**src/rtl/fa_divisor.sv**
```systemverilog
// rtl/fa_divisor.sv - multi-cycle restoring unsigned divider built on a full-adder ripple chain
// One quotient bit per clock; start/done handshake, results held until the next start.

module fa_cell (
  input  logic a,
  input  logic b,
  input  logic ci,
  output logic s,
  output logic co
);
  assign s  = a ^ b ^ ci;
  assign co = (a & b) | (a & ci) | (b & ci);
endmodule

module fa_divisor #(
  parameter int WIDTH = 32
) (
  input  logic             clk,
  input  logic             rst_n,
  input  logic             start,
  input  logic [WIDTH-1:0] A,
  input  logic [WIDTH-1:0] B,
  output logic [WIDTH-1:0] Res,
  output logic [WIDTH-1:0] Rem,
  output logic             busy,
  output logic             done,
  output logic             dbz
);
  localparam int CW = $clog2(WIDTH + 1);
  localparam logic [CW-1:0] ITERS = CW'(WIDTH);

  typedef enum logic {IDLE, RUN} state_t;

  state_t           state;
  logic [CW-1:0]    count;
  logic [WIDTH-1:0] q;
  logic [WIDTH-1:0] prem;
  logic [WIDTH-1:0] dvs;

  logic [WIDTH:0]   prem_sh;
  logic [WIDTH-1:0] dvs_n;
  logic [WIDTH-1:0] trial;
  logic [WIDTH:0]   carry;
  logic             no_borrow;
  logic [WIDTH-1:0] q_next;
  logic [WIDTH-1:0] prem_next;

  assign prem_sh  = {prem, q[WIDTH-1]};
  assign dvs_n    = ~dvs;
  assign carry[0] = 1'b1;

  for (genvar gi = 0; gi < WIDTH; gi++) begin : g_chain
    fa_cell u_fa (
      .a  (prem_sh[gi]),
      .b  (dvs_n[gi]),
      .ci (carry[gi]),
      .s  (trial[gi]),
      .co (carry[gi+1])
    );
  end

  // Top cell of the WIDTH+1 chain: divisor bit is a constant 0 (inverted to 1), so only its carry matters.
  assign no_borrow = prem_sh[WIDTH] | carry[WIDTH];
  assign q_next    = {q[WIDTH-2:0], no_borrow};
  assign prem_next = no_borrow ? trial : prem_sh[WIDTH-1:0];

  always_ff @(posedge clk) begin
    if (!rst_n) begin
      state <= IDLE;
      count <= '0;
      q     <= '0;
      prem  <= '0;
      dvs   <= '0;
      Res   <= '0;
      Rem   <= '0;
      busy  <= 1'b0;
      done  <= 1'b0;
      dbz   <= 1'b0;
    end else begin
      done <= 1'b0;
      case (state)
        IDLE: begin
          if (start) begin
            if (B == '0) begin
              Res  <= '1;
              Rem  <= A;
              dbz  <= 1'b1;
              done <= 1'b1;
            end else begin
              q     <= A;
              dvs   <= B;
              prem  <= '0;
              count <= ITERS;
              busy  <= 1'b1;
              state <= RUN;
            end
          end
        end
        RUN: begin
          q     <= q_next;
          prem  <= prem_next;
          count <= count - 1'b1;
          if (count == CW'(1)) begin
            Res   <= q_next;
            Rem   <= prem_next;
            busy  <= 1'b0;
            done  <= 1'b1;
            dbz   <= 1'b0;
            state <= IDLE;
          end
        end
        default: state <= IDLE;
      endcase
    end
  end
endmodule

```
**config.mk**
```make
export PLATFORM = sky130hd
export DESIGN_NAME = fa_divisor
export DESIGN_NICKNAME = d
export VERILOG_FILES = /design/src/rtl/fa_divisor.sv
export SDC_FILE = /design/constraint.sdc
export NUM_CORES = 1
export LEC_CHECK = 0
export CORE_MARGIN = 1.5
export CORE_UTILIZATION = 40
export DETAILED_ROUTE_END_ITERATION = 6
export DONT_BUFFER_PORTS = 1
export SKIP_CTS_REPAIR_TIMING = 1
export SLEW_MARGIN = 20
export SYNTH_ARGS = -nofsm -noshare
export SYNTH_HDL_FRONTEND = slang
export SYNTH_SLANG_ARGS = --single-unit
```
**constraint.sdc**
```tcl
create_clock -name clk -period 20.2 [get_ports clk]
set_input_delay 3.03 -clock clk [delete_from_list [all_inputs] [get_ports clk]]
set_output_delay 3.03 -clock clk [all_outputs]
set_load 0.02 [all_outputs]
```
==> metrics.log <==
INFO  metric grt_max_degree = about 110
INFO  metric pwr_density_cell = 122 nW/µm²
INFO  metric cp.required = approximately 21 ns
INFO  metric count_of_warnings_emitted_by_yosys = 0
INFO  metric final_util = between 40% and 50%
INFO  metric worst_setup_hold_path_clk_slew = 0.07 ns
INFO  metric timing.critical_path.max_delay_family = adder cells
INFO  metric worst_ir_drop_vdd = approximately 0.075 mV
INFO  metric power.leakage = 3.19 nW
INFO  metric critical_path_peak_fanout = 35
INFO  metric final_setup_violations = 0
INFO  metric number_of_synthesized_flops_with_an_enable_pin = 0
INFO  metric gp_congestion = 0.772
INFO  metric placedCellCount = 984
INFO  metric cts.htree.levels = 4
INFO  metric core.rowCount = 50
INFO  metric syn-num-nets = around 900
INFO  metric numClockSinks = 170
INFO  metric final_hold_viol_count = 0
INFO  metric drt-wirelength-per-cell = 19.6 µm
INFO  metric drt_drc_violations_left = 0
INFO  metric synth.distinct_cells = 40
INFO  metric n_antenna_cell = 0
INFO  metric synth_seq_cells = 170
INFO  metric cts_tree = built
INFO  metric worstMarginPinSlew = 1.03 ns
INFO  metric post-synth-top-area-cell = sky130_fd_sc_hd__dfxtp_1
INFO  metric cts-buffers-inserted = 17
INFO  metric crit_slowest_cell = sky130_fd_sc_hd__or2_2
INFO  metric final-max-slew-violation-count = 0
INFO  metric achievable-frequency = 0.0713 GHz
INFO  metric period_needed = 14.02 ns
INFO  metric run_status = finished clean
INFO  metric drt_pass_1_iters = 4
INFO  metric p_total = 0.00100 W
INFO  metric maxSlewHeadroom = 31.1%
INFO  metric drive_above_1_share = 12.4%
INFO  metric clk_root_buf = sky130_fd_sc_hd__clkbuf_16
INFO  metric critPathMostFrequentCell = sky130_fd_sc_hd__fa_1
INFO  metric height_of_the_die = roughly 140 µm
INFO  metric netlist.area_leader.share = between 40% and 50%
INFO  metric synthCells = 811
INFO  metric period_share = 69.4%
INFO  metric drt-initial-drc-count = 377
INFO  metric initial_core_util = between 40% and 50%
INFO  metric tns = 0 ns
INFO  metric drt-vias-per-instance = 5.61
INFO  metric setup.worst_path.class = flip-flop to flip-flop
INFO  metric finalNetCount = 870
INFO  metric worstHoldPathType = flip-flop to flip-flop
INFO  metric worst_path_largest_cell_delay = 0.59 ns
INFO  metric grt_pass1_wl = 32.0 mm
INFO  metric drv_cap = 0
INFO  metric core = 18600 µm²
INFO  metric grtUsageTotal = 20.7%
INFO  metric drt.antenna.violating_nets = 0
INFO  metric floorplan.die_area = 19800 µm²
INFO  metric netlist_top_cells_count = sky130_fd_sc_hd__dfxtp_1 (170), sky130_fd_sc_hd__nand2_1 (101), sky130_fd_sc_hd__a21oi_1 (100)
INFO  metric antenna_found_initial = 0
INFO  metric instances_no_fill = 1016
INFO  metric critical_path.startpoint_type = flip-flop
INFO  metric worst_ep_arrival_time = 14.35 ns
INFO  metric portBuffers = 0
INFO  metric routed-via-count = approximately 5.7k
INFO  metric grt_pass1_vias = 5652
INFO  metric synth_most_common_cell = sky130_fd_sc_hd__dfxtp_1
INFO  metric finalClockSkew = roughly 0.0086 ns
INFO  metric clk-insertion-delay-late = about 0.43 ns
INFO  metric die_width = between 100 and 150 µm
INFO  metric worstSetupEndpointType = flip-flop
INFO  metric fillers = between 1.5k and 2k
INFO  metric synth-main-ff-cell = sky130_fd_sc_hd__dfxtp_1
INFO  metric detail_route.wirelength = 19.9 mm
INFO  metric grt_remaining_overflow = 0
INFO  metric detailedPlacementHpwl = 12.8 mm
INFO  metric area_delta_synth_final = 8.05%
INFO  metric ctsLongestPathBuffers = 2
INFO  metric syn-cell-area = approximately 7600 µm²
INFO  metric num_io_pins = 134
INFO  metric postSynth.asyncResetShare = 0%
INFO  metric path_buf_inv = 2
INFO  metric grt_setup_unrepaired = false
INFO  metric synth.area.top_cells = sky130_fd_sc_hd__dfxtp_1 (45%), sky130_fd_sc_hd__fa_1 (8.2%), sky130_fd_sc_hd__a21oi_1 (6.6%)
INFO  metric yosysSeqAreaShare = 44.8%
INFO  metric syn-mean-instance-area = 9.37 µm²
## state kept, by name, summed over array words and instances, names as in the netlist
register	flops
q	32
prem	32
done	1
count	6
dvs	32
Res	32
Rem	32
busy	1
state	1
dbz	1
## placed cells by master (no fill, tap or decap), drive strengths merged, types with 3 or more instances in the layout
cell type / instances
a31oi: 32
clkinv: 7
nor3: 3
nand3: 33
inv: 40
and2: 3
clkbuf: 17
buf: 10
mux2i: 33
fa: 31
nor2: 36
nand2: 101
ha: 3
mux2: 30
or2: 4
a21oi: 100
o21ai: 35
clkinvlp: 5
nor4: 8
o31ai: 33
o221a: 32
dfxtp: 170
## cell type report
cell class / instances / area [µm²] / share of cell area [%]
Tap cell: 234 / 293 / 3.57
Clock buffer: 17 / 425 / 5.18
Sequential cell: 170 / 3400 / 41.5
Inverter: 38 / 143 / 1.74
Timing Repair Buffer: 10 / 75.1 / 0.914
Multi-Input combinational cell: 532 / 3740 / 45.6
Clock inverter: 15 / 128 / 1.55
## final timing paths
check | slack (ns) | end | depth (start not counted) | startpoint
worst max-delay path | 6.18 | prem[31]$_SDFFE_PN0P_ | 39 | q[31]$_SDFFE_PN0P_
worst min-delay path | 0.47 | q[20]$_SDFFE_PN0P_ | 2 | q[20]$_SDFFE_PN0P_
worst min register to register | 0.47 | q[20]$_SDFFE_PN0P_ | 2 | q[20]$_SDFFE_PN0P_
worst max register to register | 6.18 | prem[31]$_SDFFE_PN0P_ | 39 | q[31]$_SDFFE_PN0P_
## cell families (layout without fill, tap and decap cells)
kind of cell	after synthesis	in the layout	share of synthesized area (%)
AOI/OAI and AO/OA	239	239	20.3
and+or+nand+nor	196	196	11.3
DFF	170	170	44.8
buffers and inverters	109	80	6.21
muxes	63	63	8.79
adders and majority gates	34	34	8.66
## through the flow
step	setup WS, ns	hold WS [ns]	instance area (µm²)
after floorplan	6.74	0.440	7600
after global placement	6.28	0.454	7660
after detailed placement	6.19	0.458	7660
after CTS	6.14	0.471	8210
after global routing	5.59	0.485	8210
final	6.18	0.468	8210
## metal layers
layer	global-route usage, %	vias up	wire length (µm)
met5	0	-	0
met4	5.76	0	202
met3	7.64	14	1470
met2	32.8	135	9470
met1	26.5	2772	8730
li1	-	2779	-
## power by group
part           internal (W)  switching [W]  total [W]
logic              0.000148       0.000139   0.000286
registers          0.000370      0.0000362   0.000406
clock network      0.000169       0.000140   0.000309
## worst min-delay path, stage by stage (launching register included)
cell                      delay, ns
sky130_fd_sc_hd__dfxtp_1       0.32
sky130_fd_sc_hd__nand2_1       0.05
sky130_fd_sc_hd__a21oi_1       0.05
(Power assumes the default switching activity.)
